==> src/rtl/pipeline_ctrl_pkg.sv <==
// Shared definitions for the pipeline hazard controller: FSM state encoding,
// register-index width and default statistics counter width.
package pipeline_ctrl_pkg;

  localparam int REG_W         = 5;
  localparam int CNT_WIDTH_DEF = 16;

  typedef enum logic [1:0] {
    ST_RUN     = 2'd0,
    ST_LUSTALL = 2'd1,
    ST_BRFLUSH = 2'd2,
    ST_MEMWAIT = 2'd3
  } state_t;

endpackage

==> src/rtl/pipeline_hazard_ctrl_hazard_cmp.sv <==
// Load-use hazard comparator: flags when the load in EX writes a register
// that the instruction in ID reads. Register 0 never creates a hazard.
module hazard_cmp
  import pipeline_ctrl_pkg::*;
(
  input  logic [REG_W-1:0] IDrs,
  input  logic [REG_W-1:0] IDrt,
  input  logic             IDUsesRt,
  input  logic             EXMemToReg,
  input  logic             EXRegWrite,
  input  logic [REG_W-1:0] EXDest,
  output logic             LoadUse
);

  // Pure compare; no state.
  assign LoadUse = EXMemToReg && EXRegWrite && (EXDest != '0) &&
                   ((EXDest == IDrs) || (IDUsesRt && (EXDest == IDrt)));

endmodule

==> src/rtl/pipeline_hazard_ctrl.sv <==
// Pipeline hazard controller: load-use stall, branch flush and data-memory
// wait handling with a sticky memory-timeout flag.
// Optional feature: define PIPELINE_HAZARD_STATS_EN to add the StallCount and
// FlushCount saturating statistics outputs.
//
// Memory handshake: MemReq high means the MEM stage is accessing data memory;
// the access completes in the cycle MemReady is high. MemReq && !MemReady
// freezes the front of the pipe; once in MEMWAIT only MemReady is looked at.
module pipeline_hazard_ctrl
  import pipeline_ctrl_pkg::*;
#(
  parameter int CNT_WIDTH   = CNT_WIDTH_DEF,
  parameter int MEM_TIMEOUT = 255
) (
  input  logic             Clock,
  input  logic             Reset,
  input  logic [REG_W-1:0] IDrs,
  input  logic [REG_W-1:0] IDrt,
  input  logic             IDUsesRt,
  input  logic             EXMemToReg,
  input  logic             EXRegWrite,
  input  logic [REG_W-1:0] EXDest,
  input  logic             BranchTaken,
  input  logic             MemReq,
  input  logic             MemReady,
  output logic             PCEnable,
  output logic             IFIDDevEnable,
  output logic             IDEXDevEnable,
  output logic             IDEXBubble,
  output logic             IFIDFlush,
  output logic             MemTimeout,
  output logic [1:0]       State
`ifdef PIPELINE_HAZARD_STATS_EN
  ,
  output logic [CNT_WIDTH-1:0] StallCount,
  output logic [CNT_WIDTH-1:0] FlushCount
`endif
);

  localparam int WAIT_W = $clog2(MEM_TIMEOUT + 1);
  localparam logic [WAIT_W-1:0] WAIT_MAX  = WAIT_W'(MEM_TIMEOUT);
  localparam logic [WAIT_W-1:0] WAIT_LAST = WAIT_W'(MEM_TIMEOUT - 1);

  // A zero-width counter or zero timeout has no meaningful hardware.
  if (CNT_WIDTH < 1 || MEM_TIMEOUT < 1) begin : g_param_check
  end

  state_t            cur_state;
  state_t            state_nxt;
  logic [WAIT_W-1:0] wait_cnt;
  logic              load_use;
  logic              mem_wait;
  logic              pc_en, ifid_en, idex_en, bubble, flush;

  hazard_cmp u_hazard_cmp (
    .IDrs       (IDrs),
    .IDrt       (IDrt),
    .IDUsesRt   (IDUsesRt),
    .EXMemToReg (EXMemToReg),
    .EXRegWrite (EXRegWrite),
    .EXDest     (EXDest),
    .LoadUse    (load_use)
  );

  assign mem_wait = MemReq && !MemReady;

  // Output decode and next state; stalls act in the cycle they are detected.
  always_comb begin
    pc_en     = 1'b1;
    ifid_en   = 1'b1;
    idex_en   = 1'b1;
    bubble    = 1'b0;
    flush     = 1'b0;
    state_nxt = ST_RUN;
    if (!Reset) begin
      if (cur_state == ST_MEMWAIT) begin
        if (!MemReady) begin
          pc_en     = 1'b0;
          ifid_en   = 1'b0;
          idex_en   = 1'b0;
          state_nxt = ST_MEMWAIT;
        end
      end else if (mem_wait) begin
        pc_en     = 1'b0;
        ifid_en   = 1'b0;
        idex_en   = 1'b0;
        state_nxt = ST_MEMWAIT;
      end else if (BranchTaken) begin
        // Branch wins over load-use: the hazarding instruction is squashed.
        bubble    = 1'b1;
        flush     = 1'b1;
        state_nxt = ST_BRFLUSH;
      end else if (load_use && (cur_state == ST_RUN)) begin
        // Only from RUN, so a single load yields exactly one bubble.
        pc_en     = 1'b0;
        ifid_en   = 1'b0;
        bubble    = 1'b1;
        state_nxt = ST_LUSTALL;
      end
    end
  end

  // FSM state, consecutive-wait counter and sticky timeout flag.
  always_ff @(posedge Clock or posedge Reset) begin
    if (Reset) begin
      cur_state  <= ST_RUN;
      wait_cnt   <= '0;
      MemTimeout <= 1'b0;
    end else begin
      cur_state <= state_nxt;
      if ((cur_state == ST_MEMWAIT) && !MemReady) begin
        if (wait_cnt != WAIT_MAX) wait_cnt <= wait_cnt + WAIT_W'(1);
        if (wait_cnt >= WAIT_LAST) MemTimeout <= 1'b1;
      end else begin
        wait_cnt <= '0;
      end
    end
  end

  assign PCEnable      = pc_en;
  assign IFIDDevEnable = ifid_en;
  assign IDEXDevEnable = idex_en;
  assign IDEXBubble    = bubble;
  assign IFIDFlush     = flush;
  assign State         = cur_state;

`ifdef PIPELINE_HAZARD_STATS_EN
  // Saturating counts of PC-stall cycles and IF/ID flush cycles.
  always_ff @(posedge Clock or posedge Reset) begin
    if (Reset) begin
      StallCount <= '0;
      FlushCount <= '0;
    end else begin
      if (!pc_en && (StallCount != '1)) StallCount <= StallCount + CNT_WIDTH'(1);
      if (flush && (FlushCount != '1)) FlushCount <= FlushCount + CNT_WIDTH'(1);
    end
  end
`endif

endmodule

==> config.mk <==
export PLATFORM = sky130hd
export DESIGN_NAME = pipeline_hazard_ctrl
export DESIGN_NICKNAME = d
export VERILOG_FILES = /design/src/rtl/pipeline_ctrl_pkg.sv /design/src/rtl/pipeline_hazard_ctrl_hazard_cmp.sv /design/src/rtl/pipeline_hazard_ctrl.sv
export SDC_FILE = /design/constraint.sdc
export NUM_CORES = 1
export LEC_CHECK = 0
export ABC_CLOCK_PERIOD_IN_PS = 1500
export CORE_MARGIN = 4
export CORE_UTILIZATION = 40
export CTS_CLUSTER_SIZE = 14
export DETAILED_ROUTE_END_ITERATION = 10
export DONT_BUFFER_PORTS = 1
export PLACE_DENSITY = 0.59
export SETUP_SLACK_MARGIN = 0.05
export SYNTH_ARGS = -nofsm -noshare
export SYNTH_HDL_FRONTEND = slang
export SYNTH_SLANG_ARGS = --single-unit
==> constraint.sdc <==
create_clock -name Clock -period 1.5 [get_ports Clock]
set_input_delay 0.15 -clock Clock [delete_from_list [all_inputs] [get_ports Clock]]
set_output_delay 0.15 -clock Clock [all_outputs]
set_load 0.05 [all_outputs]
# Word level (Yosys, flattened, before mapping)
# Index checks and enable logic that the tools add are counted.
[op_classes] n_eq_ne=5 n_mux=26 magnitude_cmp=1 n_reduce_logical=12 addsub=1
[op_table] operator="$mux 1" count=19
[op_table] operator="$mux 8" count=2
[op_table] operator="$eq 5x5->1" count=2
[op_table] operator="$mux 2" count=5
[op_table] operator="$add 8x1->8 const B" count=1
[op_table] operator="$ge 8x8->1 const B" count=1
[op_table] operator="$ne 8x8->1 const B" count=1
[op_table] operator="$logic_and 1x1->1" count=7
[op_table] operator="$reduce_bool 5->1" count=1
[op_table] operator="$eq 2x2->1 const B" count=1
[op_table] operator="$logic_not 2->1" count=1
[op_table] operator="$ne 2x1->1 const B" count=1
[op_table] operator="$reduce_and 2->1" count=1
[op_table] operator="$logic_not 1->1" count=1
[op_table] operator="$logic_or 1x1->1" count=1
[word_totals] word_cells=48 ff_bits=11 input_bits=23 output_inout_bits=8

# Logic depth before layout (Yosys ltp)
# Gate-level depths: netlist of run 1.
[logic_depth] word_depth=10 ltp_mapped=5 mapped_depth_nobuf=5

# Cells and area by module
# From an unflattened synthesis of run 1, not the netlist that was laid out.
[hier_totals] hier_cells=88 area_unflattened_um2=825.8
[by_module_without_submodules] module="pipeline_hazard_ctrl" cells_per_inst=71 seq_area_each_um2=275.3 area_each_um2=691.9 instances=1
[by_module_without_submodules] module="hazard_cmp" cells_per_inst=17 seq_area_each_um2=0.0 area_each_um2=133.9 instances=1

# Worst setup path after synthesis of run 1
# OpenSTA, ideal clock, no wires.
[synth_path] path_kind="reg2out" startpoint="register cur_state[0] (netlist: State[0])" endpoint="output port PCEnable" path_buffers=1 path_slack_ns=-0.674 stages_incl_launch_ff=6 arrival_ns=2.024 required_time_ns=1.350 cell_sequence="dfrtp_1 > a21oi_1 > nor2_1 > nand2_1 > o21a_1 > buf_4"
[synth_via] elab_chain_cells=7 word_cells_on_any_way=8 classes_between="eq/ne: 1; mux: 5; reduce/logical: 2"
[synth_rtl] element="start, declared" line_no="pipeline_hazard_ctrl.sv:48" source="state_t cur_state;"
[synth_rtl] element="start signal, assigned" line_no="pipeline_hazard_ctrl.sv:110" source="cur_state <= state_nxt;"
[synth_rtl] element="$logic_not 2->1" line_no="pipeline_hazard_ctrl.sv:93" source="end else if (load_use && (cur_state == ST_RUN)) begin"
[synth_rtl] element="$logic_and 1x1->1" line_no="pipeline_hazard_ctrl.sv:93"
[synth_rtl] element="$mux 1 (3 in a row)"
[synth_rtl] element="$mux 1 (*) (2 in a row)"
[synth_rtl] element="end, declared" line_no="pipeline_hazard_ctrl.sv:26" source="output logic PCEnable,"
# Every way passes the cells marked *; elsewhere a longest branch is shown, timed or not.

# Final worst setup path of run 1
# Same ends and word-level chain as after synthesis.

==> impl_metrics.env, run 1 <==
export IMPL_outcome="finished, violations left"
export IMPL_failed_checks="negative setup slack"
export IMPL_muxShareOfSynthArea_pct=0
export IMPL_synth_cell_area_sq_um=723
export IMPL_timing_fmax_mhz=588
export IMPL_sw_frac_of_total_pct=28.2
export IMPL_crit_chain="nand4bb_1 -> a21oi_2 -> o211ai_1 -> o21a_4"
export IMPL_worst_slack_ps=-201
export IMPL_synthXorXnorAreaFrac_pct=13.3
export IMPL_synth_nets=105
export IMPL_worst_pin_slew_ps=540
export IMPL_startpoint_type="register"
export IMPL_synth_top_area_share_pct=38.1
export IMPL_fin_crit_sh_pct=113
export IMPL_critPathMaxFanout=4
export IMPL_hold_viol=0
export IMPL_reg2reg_to="wait_cnt[6]"
export IMPL_highest_layer="met4"
export IMPL_numPortBuffers=0
export IMPL_worstPathArrival_ps=1550
export IMPL_synth_simple_area_share_pct=20.2
export IMPL_synth_edff_count=0
export IMPL_multiInputGateArea_sq_um=477
export IMPL_finalSetupTns_ps=-552
export IMPL_min_period_ps=1700
export IMPL_p_sw_mw=0.180
export IMPL_clock_skew_final_ps=9.45
export IMPL_ys_types=33
export IMPL_area_delta_synth_final_pct=31.8
export IMPL_synth_top_family_by_area="compound AO/OA/AOI/OAI gates"
export IMPL_slew_headroom_pct=64.0
export IMPL_clock_latency_ps=270
export IMPL_wl_met2_um=920
export IMPL_grt_max_degree=12
export IMPL_slowest_stage="dfrtp_2"
export IMPL_wl_per_cell_um=14.9
export IMPL_core_area_sq_um=1730
export IMPL_hp_class="input port to register"
export IMPL_cts_root_buf="clkbuf_4"
export IMPL_ant_nets=0
export IMPL_cap_viol_max_count=0
export IMPL_vias_per_cell=5.55
export IMPL_seq_area_sq_um=278
export IMPL_synth_common_cells="11 x dfrtp_1, 9 x xor2_1, 8 x nor2_1, 5 x a21oi_1"
export IMPL_synthFlopType="dfrtp_1"
export IMPL_drv_slew=0
export IMPL_critical_path_endpoint_type="output pin"
export IMPL_nets=123
export IMPL_ys_seq_area_share_pct=38.1
export IMPL_rsz0062_at_grt="true"
export IMPL_finalNonFillerCells=122
export IMPL_critPathLaunch="State[0]"
export IMPL_avgSynthCellArea_sq_um=9.04
export IMPL_setup_violations=4
export IMPL_r2r_start="wait_cnt[0]"
export IMPL_seqPwrFrac_pct=47.7
export IMPL_p_leak_nw=0.404
export IMPL_dr_pass1_iters=4
export IMPL_post_route_cells_drive_above_1_share_pct=30.9
export IMPL_ir_drop_uv=389
export IMPL_grt_antenna_before_repair=0
export IMPL_fp_dieW_um=50.5
export IMPL_clock_path_buffers=2
export IMPL_total_power_mw=0.639
export IMPL_drc=0
export IMPL_critPathMaxStageDelay_ps=430
export IMPL_setup_worst_path_class="register to output pin"
export IMPL_cts_buffers=3
export IMPL_syn_inst=80
export IMPL_yosysTopAreaCell="dfrtp_1"
export IMPL_nFillCells=176
export IMPL_drt_iter0_markers=22
export IMPL_cts_sinks=11
export IMPL_synth_compound_area_share_pct=21.6
export IMPL_synth_most_common_cell="dfrtp_1"
export IMPL_ys_async_sr_fraction_pct=100
export IMPL_synth_seq_cells=11
export IMPL_drt_wl_total_mm=1.82
export IMPL_crit_path_end="PCEnable"
export IMPL_grt_pass1_vias=677
export IMPL_htreeDepth=1
export IMPL_tritoncts="built"
export IMPL_rows=15
export IMPL_wl_met3_um=93
export IMPL_start_util_pct=41.9
export IMPL_placed_cells=111
export IMPL_synth_area_leaders="dfrtp_1 38%, xor2_1 11%, nor2_1 4.2%"
export IMPL_reg2reg_depth=5
export IMPL_power_frac_comb_pct=20.9
export IMPL_num_io_pins=31
export IMPL_dpl_hpwl_mm=1.28
export IMPL_power_internal_mw=0.459
export IMPL_yosysWarningCount=0
export IMPL_dieArea_sq_um=2550
export IMPL_die_h_um=50.5
export IMPL_p_clk_share_pct=31.4
export IMPL_routabilityCongestion=0.755
export IMPL_grt_overflow_total=0
export IMPL_r2r_slack_ps=160
export IMPL_met1_length_um=798
export IMPL_crit_required_ps=1350
export IMPL_synth_adder_area_share_pct=3.46
export IMPL_clkSlewWorstSetupHoldPaths_ps=70
export IMPL_powerDensity_nw_per_um2=670
export IMPL_vias=677
export IMPL_grtUsageTotal_pct=15.1
export IMPL_grt_pass1_wl_mm=2.96
export IMPL_antenna_cells=0
## through the flow
stage	setup WS (ps)	cell area, sq um	hold WS, ps	util [%]
finish	-201	953	60.2	55.2
global route	-279	953	34.6	55.2
CTS	-179	920	44.6	53.3
detailed placement	67.3	837	120	48.5
floorplan	-93.7	766	32.0	-
global placement	94.0	837	118	48.5
## state kept, by name, summed over array words and instances, names as in the netlist
name,cells
MemTimeout,1
wait_cnt,8
State,2
## what timing repair did
item / 4_1_cts / 5_1_grt
cloned: 0 / 0
resized for setup: 6 / 3
setup buffers: 3 / 3
hold buffers: 1 / 0
pin swaps: 1 / 3
hold endpoints to repair: 12 / 0
setup endpoints to repair: 4 / 6
## metal layers
metal / track usage (%) / vias to the layer above
li1: - / 332
met1: 17.6 / 326
met2: 25.4 / 17
met3: 5.34 / 2
met4: 4.93 / 0
met5: 0 / -
## worst max-delay path, delay by kind of cell, from the launching register on
| family | cells | cell delay [ps] |
|---|---|---|
| AO/OA/AOI/OAI | 3 | 630 |
| AND/OR/NAND/NOR | 1 | 210 |
| flip-flops | 1 | 430 |
## worst min-delay path by stage
| stage | cells after the start | endpoint | startpoint | slack (ps) |
|---|---|---|---|---|
| 6_report | 2 | State[1] | BranchTaken | 60 |
| 5_1_grt | 2 | State[1] | BranchTaken | 30 |
| 4_1_cts | 2 | State[1] | BranchTaken | 40 |
| 3_5_place_dp | 2 | wait_cnt[0] | Reset | 120 |
| 3_3_place_gp | 2 | wait_cnt[0] | Reset | 120 |
| 2_1_floorplan | 1 | MemTimeout | Reset | 30 |
## cell families after synthesis
group                      Yosys count
buffers and inverters                5
AOI/OAI and AO/OA                   23
and+or+nand+nor                     28
DFF                                 11
adders and majority gates            2
xor gates and xnor gates            11
## placed cells by master (no fill, tap or decap), drive strengths merged, types with 2 or more instances in the layout
cell type,netlist,layout
dfrtp,11,11
nor2,8,8
xor2,9,9
nand3,3,3
a21oi,5,5
buf,2,14
nor3,4,4
nand4,2,2
ha,2,2
o21bai,2,2
xnor2,2,2
o21ai,3,3
a31oi,4,4
clkbuf,0,4
inv,3,3
nand2,4,4
## cell type report
| class | instances | share of cell area [%] |
|---|---|---|
| Timing Repair Buffer | 15 | 13.6 |
| Tap cell | 25 | 3.28 |
| Multi-Input combinational cell | 64 | 50.0 |
| Sequential cell | 11 | 29.1 |
| Clock buffer | 4 | 2.76 |
| Inverter | 3 | 1.18 |
## power by group through the flow
stage | Clock (mW) | Combinational, mW | Sequential [mW]
floorplan | 0 | 0.0823 | 0.321
global placement | 0 | 0.110 | 0.310
detailed placement | 0 | 0.110 | 0.311
CTS | 0.216 | 0.125 | 0.305
global route | 0.233 | 0.143 | 0.305
finish | 0.201 | 0.133 | 0.305
Power figures use the tool's default switching activity.
==> inputs of run 2 (changes only) <==
--- a/config.mk
+++ b/config.mk
@@ -15,4 +15,5 @@
 export SETUP_SLACK_MARGIN = 0.05
 export SYNTH_ARGS = -nofsm -noshare
 export SYNTH_HDL_FRONTEND = slang
+export SYNTH_HIERARCHICAL = 1
 export SYNTH_SLANG_ARGS = --single-unit
==> run 2 against run 1 <==
  * The flow still finishes with violations (negative setup slack)
  * Count of clock-buffer cells in the layout did not move
  * Non-clock buffer count fell by 1
  * Final cell count rose by 7.4%
  * Flip-flop and latch count did not move
  * Hold slack got worse by 32 ps
  * Clock power barely moved
  * Setup slack improved by 150 ps
  * Maximum frequency rose by 9.9%
  * Synthesized cell count rose by 10%
  * Global-route usage rose by 0.68 points
  * Synthesized area rose by 14%
  * Clock skew fell by 6.9 ps
  * Critical path type is now input port to output pin
  * Largest cell class unchanged
  * Largest power group unchanged
==> impl_metrics.env, run 2 <==
export IMPL_htreeDepth=1
export IMPL_synth_most_common_cell="dfrtp_1"
export IMPL_dieArea_sq_um=2860
export IMPL_outcome="finished, violations left"
export IMPL_grt_busiest_layer="met2"
export IMPL_drt_iter0_markers=5
export IMPL_grt_util_met3_pct=6.48
export IMPL_clock_latency_ps=270
export IMPL_synth_edff_count=0
export IMPL_slew_headroom_pct=68.9
export IMPL_worstPathArrival_ps=1400
export IMPL_synth_cell_area_sq_um=826
export IMPL_area_delta_synth_final_pct=32.0
export IMPL_timing_fmax_mhz=646
export IMPL_setup_violations=2
export IMPL_cap_viol_max_count=0
export IMPL_nFillCells=197
export IMPL_layout_common_cells="9 x dfrtp_1, 9 x buf_4, 7 x xor2_1"
export IMPL_drt_wl_total_mm=1.98
export IMPL_crit_required_ps=1350
export IMPL_clkSlewWorstSetupHoldPaths_ps=70
export IMPL_largest_reg_flops=8
export IMPL_fp_dieW_um=53.4
export IMPL_regMostFlops="wait_cnt"
export IMPL_total_power_mw=0.656
export IMPL_avgSynthCellArea_sq_um=9.38
export IMPL_grt_pass1_vias=725
export IMPL_core_area_sq_um=1960
export IMPL_tritoncts="built"
export IMPL_min_period_ps=1550
export IMPL_ys_async_sr_fraction_pct=100
export IMPL_p_leak_nw=0.445
export IMPL_clock_skew_final_ps=2.51
export IMPL_use_met2_pct=26.5
export IMPL_grt_pass1_wl_mm=3.24
export IMPL_hp_class="input port to register"
export IMPL_synth_top_area_share_pct=33.3
export IMPL_synth_common_cells="11 x dfrtp_1, 8 x nor3_1, 7 x a21oi_1, 7 x xor2_1, 6 x inv_1"
export IMPL_powerDensity_nw_per_um2=602
export IMPL_synth_area_leaders="dfrtp_1 33%, xor2_1 7.4%, nor3_1 4.8%"
export IMPL_seq_area_sq_um=278
export IMPL_rsz0062_at_grt="true"
export IMPL_cts_root_buf="clkbuf_4"
export IMPL_multiInputGateArea_sq_um=594
export IMPL_num_io_pins=31
export IMPL_ir_drop_uv=437
export IMPL_critical_path_endpoint_type="output pin"
export IMPL_worst_pin_slew_ps=466
export IMPL_synth_nets=113
export IMPL_wl_per_cell_um=15.1
export IMPL_antenna_cells=0
export IMPL_fin_crit_sh_pct=103
export IMPL_worst_slack_ps=-47.6
export IMPL_post_route_cells_drive_above_1_share_pct=42.3
export IMPL_ys_types=35
export IMPL_syn_inst=88
export IMPL_grt_max_degree=12
export IMPL_numPortBuffers=0
export IMPL_cts_sinks=11
export IMPL_vias_per_cell=5.50
export IMPL_dpl_cell_area_sq_um=937
export IMPL_critPathMaxFanout=2
export IMPL_ant_nets=0
export IMPL_grt_overflow_total=0
export IMPL_grtUsageTotal_pct=15.7
export IMPL_clock_path_buffers=2
export IMPL_cts_buffers=3
export IMPL_grt_antenna_before_repair=0
export IMPL_setup_worst_path_class="input port to output pin"
export IMPL_synthFlopType="dfrtp_1"
export IMPL_die_h_um=53.4
export IMPL_start_util_pct=42.1
export IMPL_failed_checks="negative setup slack"
export IMPL_dr_pass1_iters=2
export IMPL_synth_seq_cells=11
export IMPL_drc=0
export IMPL_rows=16
export IMPL_startpoint_type="input port"
export IMPL_met1_usage_pct=18.4
export IMPL_ys_seq_area_share_pct=33.3
export IMPL_dpl_hpwl_mm=1.44
export IMPL_vias=721
export IMPL_nets=130
export IMPL_final_util_pct=55.5
export IMPL_yosysTopAreaCell="dfrtp_1"
export IMPL_design_area_sq_um=1090
export IMPL_routabilityCongestion=0.731
export IMPL_hold_viol=0
export IMPL_drv_slew=0
export IMPL_yosysWarningCount=6
-- run 2: cell types whose count changed in the layout (fill, tap and decap cells not counted), sizes merged, moves of 2 or more --
cell | before | now
a211oi | 1 | 3
a21oi | 5 | 8
a31oi | 4 | 2
inv | 3 | 6
nor2 | 8 | 3
nor3 | 4 | 10
o21ai | 3 | 1
xor2 | 9 | 7
-- run 2: routing by layer --
| metal | vias up | part of all wire (%) |
|---|---|---|
| li1 | 353 | - |
| met1 | 350 | 43 |
| met2 | 16 | 50 |
| met3 | 2 | 6.0 |
| met4 | 0 | 0.61 |
| met5 | - | 0 |
-- run 2: cell type report --
type,count,share of cell area (%)
clock buffers,4,2.41
inverters,6,2.07
multi-input cells,69,54.5
flip-flops and latches,11,25.5
well taps,27,3.10
repair buffers,14,12.4
-- run 2: cells by family after synthesis --
group	after synthesis	synth area share [%]
XOR/XNOR	10	10.6
buffers and inverters	8	5.00
flip-flops	11	33.3
AND/OR/NAND/NOR	36	29.1
AO/OA/AOI/OAI	21	18.9
adder cells (fa/ha/maj)	2	3.03
-- run 2: path summary, 6_finish.rpt --
kind / startpoint / endpoint / slack, ps / cells past startpoint
worst max register to register: wait_cnt[0] / wait_cnt[7] / 110 / 4
min in group asynchronous: Reset / wait_cnt[5] / 470 / 3
worst min register to register: wait_cnt[7] / wait_cnt[6] / 660 / 2
worst min-delay path: BranchTaken / State[1] / 30 / 2
max in group asynchronous: Reset / State[1] / 870 / 3
worst max-delay path: IDrt[1] / PCEnable / -50 / 8
-- run 2: power breakdown --
| part | internal [mW] | leakage, nW | switching (mW) | total [mW] |
|---|---|---|---|---|
| logic | 0.0655 | 0.287 | 0.0817 | 0.147 |
| clock network | 0.103 | 0.0150 | 0.0974 | 0.200 |
| registers | 0.300 | 0.144 | 0.00804 | 0.308 |
| total | 0.469 | 0.445 | 0.187 | 0.656 |
-- run 2: worst max-delay path: stages --
cell	delay, ps
xor2_1	140
nor4_1	270
nand3_1	120
a21oi_2	190
nand2b_4	80
nor3_4	180
o21ai_4	80
buf_12	170
-- run 2: through the flow --
| stage | worst slack (ps) | instances | hold WS [ps] | setup TNS, ps |
|---|---|---|---|---|
| floorplan | -251 | 88 | 48.9 | -280 |
| global placement | -85.9 | 121 | 168 | -188 |
| detailed placement | -117 | 121 | 172 | -281 |
| CTS | -41.8 | 130 | 17.1 | -83.5 |
| global route | -144 | 131 | 25.1 | -352 |
| finish | -47.6 | 131 | 28.7 | -95.3 |
-- run 2: what timing repair did --
action	4_1_cts	5_1_grt
endpoints found under the hold margin	12	0
gates resized for setup	7	10
setup buffers	4	1
hold buffers	1	0
endpoints found under the setup margin	4	6
pin swaps	6	3
==> inputs of run 3 (changes only) <==
--- a/config.mk
+++ b/config.mk
@@ -6,12 +6,15 @@
 export NUM_CORES = 1
 export LEC_CHECK = 0
 export ABC_CLOCK_PERIOD_IN_PS = 1500
+export CELL_PAD_IN_SITES_DETAIL_PLACEMENT = 1
+export CELL_PAD_IN_SITES_GLOBAL_PLACEMENT = 1
 export CORE_MARGIN = 4
 export CORE_UTILIZATION = 40
 export CTS_CLUSTER_SIZE = 14
 export DETAILED_ROUTE_END_ITERATION = 10
 export DONT_BUFFER_PORTS = 1
-export PLACE_DENSITY = 0.59
+export PLACE_DENSITY = 0.75
+export REMOVE_ABC_BUFFERS = 1
 export SETUP_SLACK_MARGIN = 0.05
 export SYNTH_ARGS = -nofsm -noshare
 export SYNTH_HDL_FRONTEND = slang
==> run 3 against run 2 <==
  * The run still ends with negative setup slack left
  * Non-clock buffer count fell by 1
  * Setup slack lost 66 ps
  * Count of clock-buffer cells in the layout is the same
  * Sequential share of layout area rose by 0.66 points
  * Core utilization shrank 1.4 points
  * Critical path type unchanged
==> impl_metrics.env, run 3 (synthesized netlist as in run 2, its figures left out) <==
export IMPL_nets=129
export IMPL_worst_pin_slew_ps=467
export IMPL_worst_slack_ps=-114
export IMPL_critPathMaxStageDelay_ps=510
export IMPL_slowest_stage="or4_4"
export IMPL_rows=16
export IMPL_slew_headroom_pct=68.8
export IMPL_min_period_ps=1610
export IMPL_drv_slew=0
export IMPL_dr_pass1_iters=4
export IMPL_place_ws_ps=-192
export IMPL_p_leak_nw=0.430
export IMPL_layout_common_cells="9 x dfrtp_1, 8 x buf_4, 7 x nor3_1"
export IMPL_area_delta_synth_final_pct=28.6
export IMPL_htreeDepth=1
export IMPL_clkSlewWorstSetupHoldPaths_ps=70
export IMPL_numPortBuffers=0
export IMPL_design_area_sq_um=1060
export IMPL_cts_buffers=3
export IMPL_vias_per_cell=5.59
export IMPL_vias=727
export IMPL_worstHoldStart="BranchTaken"
export IMPL_critical_path_endpoint_type="output pin"
export IMPL_routabilityCongestion=0.763
export IMPL_hp_class="input port to register"
export IMPL_grt_antenna_before_repair=0
export IMPL_ir_drop_uv=532
export IMPL_die_h_um=53.4
export IMPL_rsz0062_at_grt="true"
export IMPL_fp_dieW_um=53.4
export IMPL_ant_nets=0
export IMPL_antenna_cells=0
export IMPL_drt_wl_total_mm=2.16
export IMPL_finalNonFillerCells=130
export IMPL_dpl_hpwl_mm=1.71
export IMPL_clock_skew_final_ps=1.09
export IMPL_startpoint_type="input port"
export IMPL_crit_chain="or4_4 -> o211ai_2 -> a21oi_2 -> nand2b_1 -> nor3_2 -> o21ai_2 -> buf_12"
export IMPL_clock_path_buffers=2
export IMPL_failed_checks="negative setup slack"
export IMPL_wl_per_cell_um=16.6
export IMPL_mostFrequentLayoutCell="dfrtp_1"
export IMPL_cts_root_buf="clkbuf_4"
export IMPL_critPathMaxFanout=3
export IMPL_crit_required_ps=1350
export IMPL_grt_pass1_vias=727
export IMPL_tritoncts="built"
export IMPL_nFillCells=236
export IMPL_critPathLaunch="EXDest[1]"
export IMPL_total_power_mw=0.656
export IMPL_largest_reg_flops=8
export IMPL_fin_crit_sh_pct=108
export IMPL_start_util_pct=42.1
export IMPL_grtUsageTotal_pct=17.2
export IMPL_setup_violations=3
export IMPL_hold_viol=0
export IMPL_clock_latency_ps=270
export IMPL_r2r_slack_ps=180
export IMPL_num_io_pins=31
export IMPL_cap_viol_max_count=0
export IMPL_grt_overflow_total=0
export IMPL_post_route_cells_drive_above_1_share_pct=38.8
export IMPL_cts_setup_buffers=0
export IMPL_setup_worst_path_class="input port to output pin"
export IMPL_worstPathArrival_ps=1460
export IMPL_regMostFlops="wait_cnt"
export IMPL_cts_sinks=11
export IMPL_placed_cells=125
export IMPL_grt_pass1_wl_mm=3.37
export IMPL_timing_fmax_mhz=620
export IMPL_drt_iter0_markers=5
export IMPL_finalSetupTns_ps=-342
export IMPL_r2r_start="wait_cnt[0]"
export IMPL_core_area_sq_um=1960
export IMPL_grt_max_degree=12
export IMPL_holdWs_ps=11.7
export IMPL_final_util_pct=54.1
export IMPL_dpl_cell_area_sq_um=972
export IMPL_powerDensity_nw_per_um2=617
export IMPL_drc=0
export IMPL_dieArea_sq_um=2860
export IMPL_outcome="finished, violations left"
## run 3: changes by cell type in the layout (fill, tap and decap cells not counted), sizes merged
| cell | previous run | this run |
|---|---|---|
| buf | 13 | 12 |
## run 3: timing repair
item | in CTS | in global routing
hold buffers | 1 | 0
setup endpoints to repair | 5 | 5
cloned | 0 | 0
hold endpoints to repair | 12 | 0
resized for setup | 3 | 9
pin swaps | 3 | 5
## run 3: report_power, final
part           total [mW]  switching (mW)  internal (mW)
Sequential          0.306         0.00529          0.300
Combinational       0.145          0.0804         0.0647
Clock               0.205           0.102          0.103
Total               0.656           0.187          0.468
## run 3: area by class of cell
class	count	area (sq um)	area share, %
clock buffers	4	26.3	2.47
inverters	6	22.5	2.12
multi-input cells	69	561	52.8
flip-flops and latches	11	278	26.1
well taps	27	33.8	3.18
repair buffers	13	141	13.3
## run 3: worst max-delay path, delay by kind of cell
family	cells	cell delay, ps
AND/OR/NAND/NOR	3	710
AO/OA/AOI/OAI	3	400
buffers and inverters	1	200
## run 3: layer usage
metal | vias to the layer above | track usage [%] | share of wire, %
met5 | - | 0 | 0
met4 | 0 | 8.94 | 1.9
met3 | 5 | 7.32 | 6.0
met2 | 17 | 27.6 | 52
met1 | 352 | 18.9 | 40
li1 | 353 | - | -
## run 3: path summary, 6_finish.rpt
path,depth (start not counted),end
hold / removal,2,State[1]
setup / recovery,7,IFIDDevEnable
min in group asynchronous,3,State[0]
max in group asynchronous,3,State[1]
hold reg to reg,3,State[1]
setup reg to reg,4,wait_cnt[7]
